===== src/rtl/pd_pwr_seq.sv =====
// pd_pwr_seq: ordered sleep/wake sequencer for one switchable power domain (AON clock).
//
// Sleep order: idle handshake, clock off, isolation on, retention save, power off.
// Wake order is the exact mirror, with reset released last. Every step has a
// programmable dwell. Power-switch and idle acks are guarded by a timeout that
// sets a sticky error flag. Instances chain through i_parent_on / i_child_off.
//
// Ports:
//   i_aon_clk, i_soc_pwr_on_rst   always-on clock, async active-high reset
//   i_sleep_req, i_wakeup_req     sleep level request, wakeup level/pulse
//   i_pwrgate_en                  1 = full power gating, 0 = clock gate + reset only
//   i_step_dly                    per-step dwell (cycles - 1), sampled on step entry
//   i_ack_timeout                 ack timeout in cycles, 0 disables
//   i_err_clr                     clears o_err (a same-cycle set wins)
//   i_hw_sleep_ack, i_pwr_on_ack  domain idle ack, power-switch ack
//   i_parent_on, i_child_off      hierarchy gating
//   o_hw_sleep_req .. o_rstn      domain controls, decoded from registered state only
//   o_d_status, o_busy, o_err     ON indicator, in-transition indicator, sticky error
//   o_state                       current state encoding
module pd_pwr_seq #(
    parameter int unsigned DLY_W    = 8,
    parameter int unsigned TO_W     = 12,
    parameter int unsigned RST_HOLD = 4
) (
    input  logic             i_aon_clk,
    input  logic             i_soc_pwr_on_rst,
    input  logic             i_sleep_req,
    input  logic             i_wakeup_req,
    input  logic             i_pwrgate_en,
    input  logic [DLY_W-1:0] i_step_dly,
    input  logic [TO_W-1:0]  i_ack_timeout,
    input  logic             i_err_clr,
    input  logic             i_hw_sleep_ack,
    input  logic             i_pwr_on_ack,
    input  logic             i_parent_on,
    input  logic             i_child_off,
    output logic             o_hw_sleep_req,
    output logic             o_clk_en,
    output logic             o_iso,
    output logic             o_ret,
    output logic             o_pwr_on_req,
    output logic             o_rstn,
    output logic             o_d_status,
    output logic             o_busy,
    output logic             o_err,
    output logic [3:0]       o_state
);

    // The dwell counter also times the power-on reset hold, so it must fit both.
    localparam int unsigned HOLD_W = $clog2(RST_HOLD + 1);
    localparam int unsigned CNT_W  = (DLY_W > HOLD_W) ? DLY_W : HOLD_W;
    localparam logic [CNT_W-1:0] HOLD_INIT = CNT_W'(RST_HOLD - 1);

    localparam logic [3:0] StReset  = 4'd0;
    localparam logic [3:0] StOn     = 4'd1;
    localparam logic [3:0] StSlpReq = 4'd2;
    localparam logic [3:0] StClkOff = 4'd3;
    localparam logic [3:0] StIsoOn  = 4'd4;
    localparam logic [3:0] StRetOn  = 4'd5;
    localparam logic [3:0] StPwrOff = 4'd6;
    localparam logic [3:0] StSleep  = 4'd7;
    localparam logic [3:0] StPwrUp  = 4'd8;
    localparam logic [3:0] StRestore = 4'd9;
    localparam logic [3:0] StIsoOff = 4'd10;
    localparam logic [3:0] StClkOn  = 4'd11;
    localparam logic [3:0] StRstRel = 4'd12;

    logic [3:0]       state_q, state_d;
    logic [CNT_W-1:0] dly_q;
    logic [TO_W-1:0]  to_q;
    logic             gate_q;
    logic             wake_pend_q, wake_pend_d;
    logic             rearm_q, rearm_d;   // 1: sleep blocked until i_sleep_req seen low
    logic             err_q, err_d, err_set;
    logic             dly_done, to_fire, entering;
    logic [5:0]       outs;               // {clk_en, iso, ret, pwr_on_req, rstn, hw_sleep_req}

    assign dly_done = (dly_q == '0);
    assign to_fire  = (i_ack_timeout != '0) && (to_q == i_ack_timeout);
    assign entering = (state_d != state_q);

    always_comb begin
        state_d = state_q;
        err_set = 1'b0;
        case (state_q)
            StReset:  if (dly_done && i_pwr_on_ack) state_d = StOn;
            StOn:     if (i_sleep_req && !wake_pend_q && !rearm_q) state_d = StSlpReq;
            StSlpReq: begin
                if (i_hw_sleep_ack && i_child_off) begin
                    state_d = StClkOff;
                end else if (i_wakeup_req || !i_sleep_req) begin
                    state_d = StOn;
                end else if (to_fire) begin
                    state_d = StOn;
                    err_set = 1'b1;
                end
            end
            StClkOff: if (dly_done) state_d = gate_q ? StIsoOn : StSleep;
            StIsoOn:  if (dly_done) state_d = StRetOn;
            StRetOn:  if (dly_done) state_d = StPwrOff;
            StPwrOff: begin
                if (!i_pwr_on_ack) state_d = StSleep;
                else if (to_fire)  err_set = 1'b1;
            end
            StSleep: begin
                if ((i_wakeup_req || wake_pend_q) && i_parent_on) begin
                    state_d = gate_q ? StPwrUp : StClkOn;
                end
            end
            StPwrUp: begin
                if (i_pwr_on_ack) state_d = StRestore;
                else if (to_fire) err_set = 1'b1;
            end
            StRestore: if (dly_done) state_d = StIsoOff;
            StIsoOff:  if (dly_done) state_d = StClkOn;
            StClkOn:   if (dly_done) state_d = StRstRel;
            StRstRel:  state_d = StOn;
            default:   state_d = StReset;
        endcase
    end

    always_comb begin
        wake_pend_d = wake_pend_q;
        if (entering && state_d == StOn) begin
            wake_pend_d = 1'b0;
        end else if (i_wakeup_req && state_q >= StClkOff && state_q <= StSleep) begin
            // Also latched in SLEEP so a pulse is held while the parent is off.
            wake_pend_d = 1'b1;
        end
        rearm_d = rearm_q & i_sleep_req;
        if (entering && state_d == StOn && state_q == StRstRel) begin
            rearm_d = i_sleep_req;
        end
        err_d = err_set | (err_q & ~i_err_clr);
    end

    always_ff @(posedge i_aon_clk or posedge i_soc_pwr_on_rst) begin
        if (i_soc_pwr_on_rst) begin
            state_q     <= StReset;
            dly_q       <= HOLD_INIT;
            to_q        <= '0;
            gate_q      <= 1'b0;
            wake_pend_q <= 1'b0;
            rearm_q     <= 1'b0;
            err_q       <= 1'b0;
        end else begin
            state_q     <= state_d;
            wake_pend_q <= wake_pend_d;
            rearm_q     <= rearm_d;
            err_q       <= err_d;
            if (entering) begin
                dly_q <= CNT_W'(i_step_dly);
            end else if (!dly_done) begin
                dly_q <= dly_q - CNT_W'(1);
            end
            if (entering && (state_d == StSlpReq || state_d == StPwrOff ||
                             state_d == StPwrUp)) begin
                to_q <= '0;
            end else if (to_q != '1) begin
                to_q <= to_q + TO_W'(1);
            end
            // Gating mode is frozen for the whole sleep/wake round trip.
            if (entering && state_d == StClkOff) begin
                gate_q <= i_pwrgate_en;
            end
        end
    end

    always_comb begin
        case (state_q)
            StReset:   outs = 6'b100100;
            StOn:      outs = 6'b100110;
            StSlpReq:  outs = 6'b100111;
            StClkOff:  outs = 6'b000111;
            StIsoOn:   outs = 6'b010111;
            StRetOn:   outs = 6'b011111;
            StPwrOff:  outs = 6'b011001;
            StSleep:   outs = {1'b0, gate_q, gate_q, ~gate_q, 1'b0, 1'b1};
            StPwrUp:   outs = 6'b011101;
            StRestore: outs = 6'b010101;
            StIsoOff:  outs = 6'b000101;
            StClkOn:   outs = 6'b100101;
            StRstRel:  outs = 6'b100111;
            default:   outs = 6'b100100;
        endcase
    end

    assign {o_clk_en, o_iso, o_ret, o_pwr_on_req, o_rstn, o_hw_sleep_req} = outs;
    assign o_d_status = (state_q == StOn);
    assign o_busy     = (state_q != StOn) && (state_q != StSleep);
    assign o_err      = err_q;
    assign o_state    = state_q;

endmodule

===== config.mk =====
export PLATFORM = sky130hd
export DESIGN_NAME = pd_pwr_seq
export DESIGN_NICKNAME = d
export VERILOG_FILES = /design/src/rtl/pd_pwr_seq.sv
export SDC_FILE = /design/constraint.sdc
export NUM_CORES = 1
export LEC_CHECK = 0
export ABC_AREA = 1
export CAP_MARGIN = 20
export CORE_MARGIN = 4
export CORE_UTILIZATION = 45
export DETAILED_ROUTE_END_ITERATION = 7
export PLACE_DENSITY_LB_ADDON = 0.05
export SLEW_MARGIN = 15
export SYNTH_ARGS = -nofsm -noshare
export SYNTH_HDL_FRONTEND = slang
export SYNTH_SLANG_ARGS = --single-unit

===== constraint.sdc =====
create_clock -name i_aon_clk -period 1.89 [get_ports i_aon_clk]
set_input_delay 0.4725 -clock i_aon_clk [delete_from_list [all_inputs] [get_ports i_aon_clk]]
set_output_delay 0.4725 -clock i_aon_clk [all_outputs]
set_load 0.02 [all_outputs]

# After elaboration in Yosys (flattened, before gate mapping)
# Cells that the tools add are included.
[totals] regBits=28 in_bits=30 output_inout_bits=13 wordCells=96
[classes] add_sub_neg=2 magnitude_cmp=2 n_eq_ne=23 mux=31 bitwise_logic=5 reduce_logical=26
[op_table] operator="6-bit case mux with 11 select lines" count=1
[op_table] operator="4-bit 2-to-1 mux" count=14
[op_table] operator="4-bit case mux with 13 select lines" count=1
[op_table] operator="4-bit == test (second input constant)" count=6
[op_table] operator="12-bit 2-to-1 mux" count=2
[op_table] operator="4-bit by 3-bit == test with 1-bit output (second input constant)" count=5
[op_table] operator="4-bit by 2-bit == test with 1-bit output (second input constant)" count=4
[op_table] operator="8-bit 2-to-1 mux" count=2
[op_table] operator="1-bit logical AND" count=13
[op_table] operator="12-bit by 1-bit adder with 12-bit output (second input constant)" count=1
[op_table] operator="12-bit == test" count=1
[op_table] operator="12-bit != test (second input constant)" count=1
[op_table] operator="12-bit nonzero test" count=1
[op_table] operator="4-bit by 1-bit == test with 1-bit output (second input constant)" count=2
[op_table] operator="8-bit zero test" count=1
[op_table] operator="1-bit 2-to-1 mux" count=8
[op_table] operator="8-bit by 1-bit subtractor with 8-bit output (second input constant)" count=1
[op_table] operator="4-bit by 2-bit >= comparator with 1-bit output (second input constant)" count=1
[op_table] operator="4-bit by 3-bit <= comparator with 1-bit output (second input constant)" count=1
[op_table] operator="4-bit zero test" count=1
[op_table] operator="1-bit logical OR" count=4
[op_table] operator="2-bit 2-to-1 mux" count=2
[op_table] operator="4-bit by 1-bit != test with 1-bit output (second input constant)" count=1
[op_table] operator="4-bit by 3-bit != test with 1-bit output (second input constant)" count=1
[op_table] operator="9 further kinds" count=14

# Longest topological paths before layout
[depth] word_depth=11 ltp_mapped=17 depth_no_buf=17

# Worst setup path after synthesis
# OpenSTA, ideal clock, no wires.
[synth_timing] path_kind="reg-to-reg" from="reg state_q[3] (netlist: o_state[3])" to="reg to_q[8]" arrival_time_ps=2022 required_time_ps=1768 path_slack_ps=-254 path_stages_with_launch=16 path_buffers=1 path_cell_list="dfrtp_1 > inv_2 > nand2_4 > nor2_1 > a21oi_1 > nand2_1 > nor2_2 > nand2_2 > nor2_4 > nand2_4 > nand2_4 > nand3_4 > inv_2 > nor2_4 > buf_6 > nor2_2"
[synth_rtl] item="start, declared" line_no="68" text="logic [3:0] state_q, state_d;"
[synth_rtl] item="start signal, assigned" line_no="139" text="state_q <= StReset;"
[synth_rtl] item="start signal, assigned" line_no="147" text="state_q <= state_d;"
[synth_rtl] item="4-bit by 1-bit == test with 1-bit output *"
[synth_rtl] item="via o_d_status" line_no="43" text="output logic o_d_status,"
[synth_rtl] item="4-bit case mux with 13 select lines *" line_no="85" text="case (state_q)"
[synth_rtl] item="via state_d[0]" line_no="68"
[synth_rtl] item="4-bit by 2-bit == test with 1-bit output or 4-bit by 3-bit == test with 1-bit output (tied branches)" line_no="156" text="if (entering && (state_d == StSlpReq || state_d == StPwrOff ||"
[synth_rtl] item="1-bit logical OR (2 in series)" line_no="156"
[synth_rtl] item="1-bit logical AND *" line_no="156"
[synth_rtl] item="12-bit 2-to-1 mux or 2-bit nonzero test (tied branches)"
[synth_rtl] item="end signal, assigned" line_no="160" text="to_q <= to_q + TO_W'(1);"
[synth_rtl] item="end, declared" line_no="70" text="logic [TO_W-1:0] to_q;"
# Mark *: on every way through the listed nets, which the timed path passes. The rest lies on a longest branch.
# A chain may end at the register's enable or synchronous reset.

# Worst setup path in the final report
[layout_timing] from="reg state_q[3] (netlist: o_state[3])" to="reg to_q[10]"
[layout_rtl] item="4-bit == test (tied with other cells)" line_no="85"
[layout_rtl] item="4-bit case mux with 13 select lines *" line_no="85"
[layout_rtl] item="via state_d[1]" line_no="68"
[layout_rtl] item="4-bit by 2-bit == test with 1-bit output or 4-bit by 3-bit == test with 1-bit output (tied branches)" line_no="156"
[layout_rtl] item="1-bit logical OR (2 in series)" line_no="156"
[layout_rtl] item="1-bit logical AND *" line_no="156"
[layout_rtl] item="12-bit 2-to-1 mux or 2-bit nonzero test (tied branches)"
# Marked as above.

==> metrics.csv <==
stage,metric,value,unit
synthesis,Mapped Cells,347,
floorplan,Initial Utilization,46.98,%
synthesis,commonest cells in the netlist,"nand2_1 (114), nor2_1 (47), inv_1 (46), dfrtp_1 (26), nand3_1 (17)",
finish,area taken by flip-flops and latches,708.2,um^2
sta,final cycle utilization of the critical path,115.1,%
detailed_routing,average vias per placed instance,4.888,
placement,instance area after placement,3297,um^2
synthesis,synthesis warning total,0,
sta,Slew Limit Headroom,74.46,%
critical_path,kind of start point of the critical path,register,
detailed_routing,DRC viols,0,
synthesis,share of synthesized registers carrying an async set or reset,100.0,%
finish,layout-stage area growth over the synthesis result,64.61,%
synthesis,"Cell Area, Synth",2248,um^2
synthesis,Avg Synthesized Cell Area,6.480,um^2
critical_path,R2R setup slack,-0.28,ns
critical_path,CP Data Arrival Time,2.35,ns
sta,min cycle time layout,2.175,ns
sta,Final Hold Viols,0,
placement,sum of net half-perimeters after detailed placement,4796,um
detailed_routing,total via count after detailed routing,2625,
placement,worst setup slack before clock tree synthesis,-0.6349,ns
critical_path,chain of cells forming the critical path,inv_4 > nor2_4 > inv_2 > buf_4 > nor2_1 > buf_4 > nor2_1 > nand2_1 > a21oi_2 > nand2_2 > nand2_1 > nand3b_1 > nor2_4 > buf_6 > nor2_2,
clock_tree,clk_lat worst skew,0.27,ns
global_route,total routing resource utilization after global routing,21.12,%
detailed_routing,count of routing violations after the opening detailed-route iteration,90,
global_route,global-route wire length before repair,10470,um
clock_tree,root buffer cell,clkbuf_8,
floorplan,horizontal die dimension,78.69,um
detailed_routing,drt total wl,6966,um
outcome,violated checks,setup timing,
synthesis,net count of the mapped netlist,380,
clock_tree,clock tree from TritonCTS,yes,
clock_tree,largest buffer count on any clock path,2,
finish,area of the multi-input gates,1550,um^2
synthesis,distinct cell type count of the synthesized netlist,36,
sta,worst setup margin,-0.2846,ns
critical_path,type of the worst setup path,register to register,
global_route,vias in the first global route,2513,
critical_path,biggest fanout along the worst timing path,6,
placement,buffers added on ports,42,
synthesis,cell with the most instances after synthesis,nand2_1,
critical_path,type of element capturing the critical path,register,
hold_path,kind of path behind the tightest hold check,register to register,
sta,transition time of the tightest slew-check pin,0.3796,ns
floorplan,number of placed I/O pins,43,
clock_tree,H-Tree Level Count,1,
detailed_routing,remaining number of nets flagged by the antenna check after routing,0,
finish,ant diodes,0,
critical_path,critical-path cell with the highest stage delay,dfrtp_2,
critical_path,Setup crit start,o_state[3]$_DFF_PP0_,
finish,final-layout fill cell count,368,
clock_tree,TritonCTS Sinks,28,
synthesis,Synth area leader,dfrtp_1,
sta,count of final max-slew check failures,0,
detailed_routing,detailed-route wire length per cell,12.97,um
sta,hold slack,0.5037,ns
global_route,maximum number of pins on one net before global-route repair,29,
clock_tree,number of buffers created by CTS,3,
critical_path,cells on worst reg2reg path,15,
synthesis,Yosys top cell area share,28.94,%
floorplan,area of the die,6191,um^2
job,Max Cap Violations,0,
critical_path,Critical path destination,to_q[10]$_DFFE_PP0P_,
synthesis,number of synthesized flops with an enable pin,0,
synthesis,share of the yosys chip area belonging to registers,31.27,%
floorplan,Std-Cell Rows,25,
synthesis,top post-synthesis cells by area,"dfrtp_1 (29%), nand2_1 (19%), nor2_1 (7.8%)",
finish,utilization after layout,77.33,%
outcome,status,finished with violations,
global_route,initial antenna violation count,0,
global_route,global route overflow,0,
sta,Post-Route Skew,0.001538,ns
critical_path,worst stage delay on the critical path,0.47,ns
floorplan,core area,4786,um^2
synthesis,Yosys reg bits,28,
sta,maximum clock rate,459.9,MHz
detailed_routing,total iterations of the first detailed-routing run,4,
sta,Final Setup Violations,27,
clock_tree,post-CTS clock slew at the launch and capture registers of the worst setup and hold paths,0.10,ns
floorplan,Die Ht,78.69,um
power_and_ir_drop,Power Dens Cells,1173,nW/um^2
hold_path,Min-Delay Startpoint,rearm_q$_DFF_PP0_,
synthesis,ys flop type,dfrtp_1,
sta,setup total negative slack,-5.564,ns
critical_path,data required time of the critical path,2.06,ns
critical_path,reg-to-reg startpoint,o_state[3]$_DFF_PP0_,
critical_path,R2R Path End,to_q[10]$_DFFE_PP0P_,
power_and_ir_drop,worst supply voltage drop on vdd,0.7068,mV
power_and_ir_drop,leakage dissipation,1.991,nW
finish,final instance area,3701,um^2
placement,Routability Congestion,0.9447,
finish,net total in the final layout,504,
finish,share of post-route cells with drive strength above 1,37.87,%
sta,RSZ-0062 raised after global routing,yes,
## registers in the layout, summed over array words and instances (netlist names)
| register | flops |
|---|---|
| o_err | 1 |
| rearm_q | 1 |
| wake_pend_q | 1 |
| o_state | 4 |
| gate_q | 1 |
| dly_q | 8 |
| to_q | 12 |
## how the worst min path moves through the flow
stage                                   end  cells past startpoint
after floorplan           rearm_q$_DFF_PP0_                      1
after global placement    rearm_q$_DFF_PP0_                      1
after detailed placement  rearm_q$_DFF_PP0_                      1
after CTS                 rearm_q$_DFF_PP0_                      1
after global routing      rearm_q$_DFF_PP0_                      1
final                     rearm_q$_DFF_PP0_                      1
## stage by stage
stage | power (mW) | cells
final | 4.343 | 537
after global routing | 4.727 | 537
after CTS | 3.984 | 532
after detailed placement | 3.458 | 519
after global placement | 3.400 | 519
after floorplan | 2.618 | 347
## power by group
part | switching (mW) | internal, mW | total, mW
clock | 0.188 | 0.284 | 0.472
combinational | 1.46 | 1.31 | 2.77
sequential | 0.230 | 0.871 | 1.10
## cell usage in the layout, fill, tap and decap left out, types with 3 or more instances in the layout
| master | synthesis | routed |
|---|---|---|
| nand2_1 | 114 | 97 |
| buf_4 | 0 | 67 |
| inv_1 | 46 | 40 |
| nor2_1 | 47 | 37 |
| dfrtp_1 | 26 | 22 |
| buf_6 | 2 | 19 |
| nand3_1 | 17 | 17 |
| dlygate4sd2_1 | 0 | 17 |
| nor2_2 | 15 | 15 |
| clkdlybuf4s50_1 | 0 | 15 |
| nand2_2 | 2 | 13 |
| nor2_4 | 2 | 12 |
| xor2_1 | 10 | 10 |
| inv_2 | 7 | 9 |
| nand2_4 | 3 | 8 |
| o21ai_0 | 8 | 6 |
| inv_4 | 0 | 4 |
| a21oi_2 | 2 | 4 |
| o21ai_2 | 0 | 4 |
| nand4_1 | 4 | 4 |
| nor3_1 | 4 | 4 |
| xnor2_1 | 4 | 4 |
| dfrtp_2 | 0 | 4 |
| nor4_1 | 4 | 3 |
| nand3b_1 | 3 | 3 |
| a21oi_1 | 5 | 3 |
| clkbuf_8 | 0 | 3 |
## routing by layer
metal	GRT usage (%)	share of wire [%]	wire length, um
met4	6.469	2.9	202
met3	2.867	4.5	313
met5	0	0	0
met2	39.30	52	3592
met1	24.84	41	2858
## cells by family (layout without fill, tap and decap cells)
kind of cell	count (synthesis)	after routing	synth area share, %
xor gates and xnor gates	14	14	5.453
AOI/OAI and AO/OA	26	26	6.957
DFF	28	28	31.27
buffers and inverters	57	180	10.24
adders and majority gates	3	3	1.670
and+or+nand+nor	219	219	44.41
## cell type report
| type | instances | area share, % |
|---|---|---|
| Clock buffer | 3 | 1.116 |
| Clock inverter | 1 | 0.8114 |
| Inverter | 53 | 5.646 |
| Multi-Input combinational cell | 262 | 41.89 |
| Sequential cell | 28 | 19.13 |
| Tap cell | 67 | 2.265 |
| Timing Repair Buffer | 123 | 29.14 |
## timing repair
item,4_1_cts,5_1_grt
buffers inserted,8,7
pin swaps,25,14
endpoints found under the setup margin,34,30
gates resized for setup,87,49
gates cloned,1,1
hold buffers,0,0
## critical path: cells and delay by family, from the launching register on
kind,cells,cell delay (ns)
and+or+nand+nor,9,0.81
buffers and inverters,5,0.56
DFF,1,0.47
AOI/OAI and AO/OA,1,0.23
(Power assumes the default switching activity.)
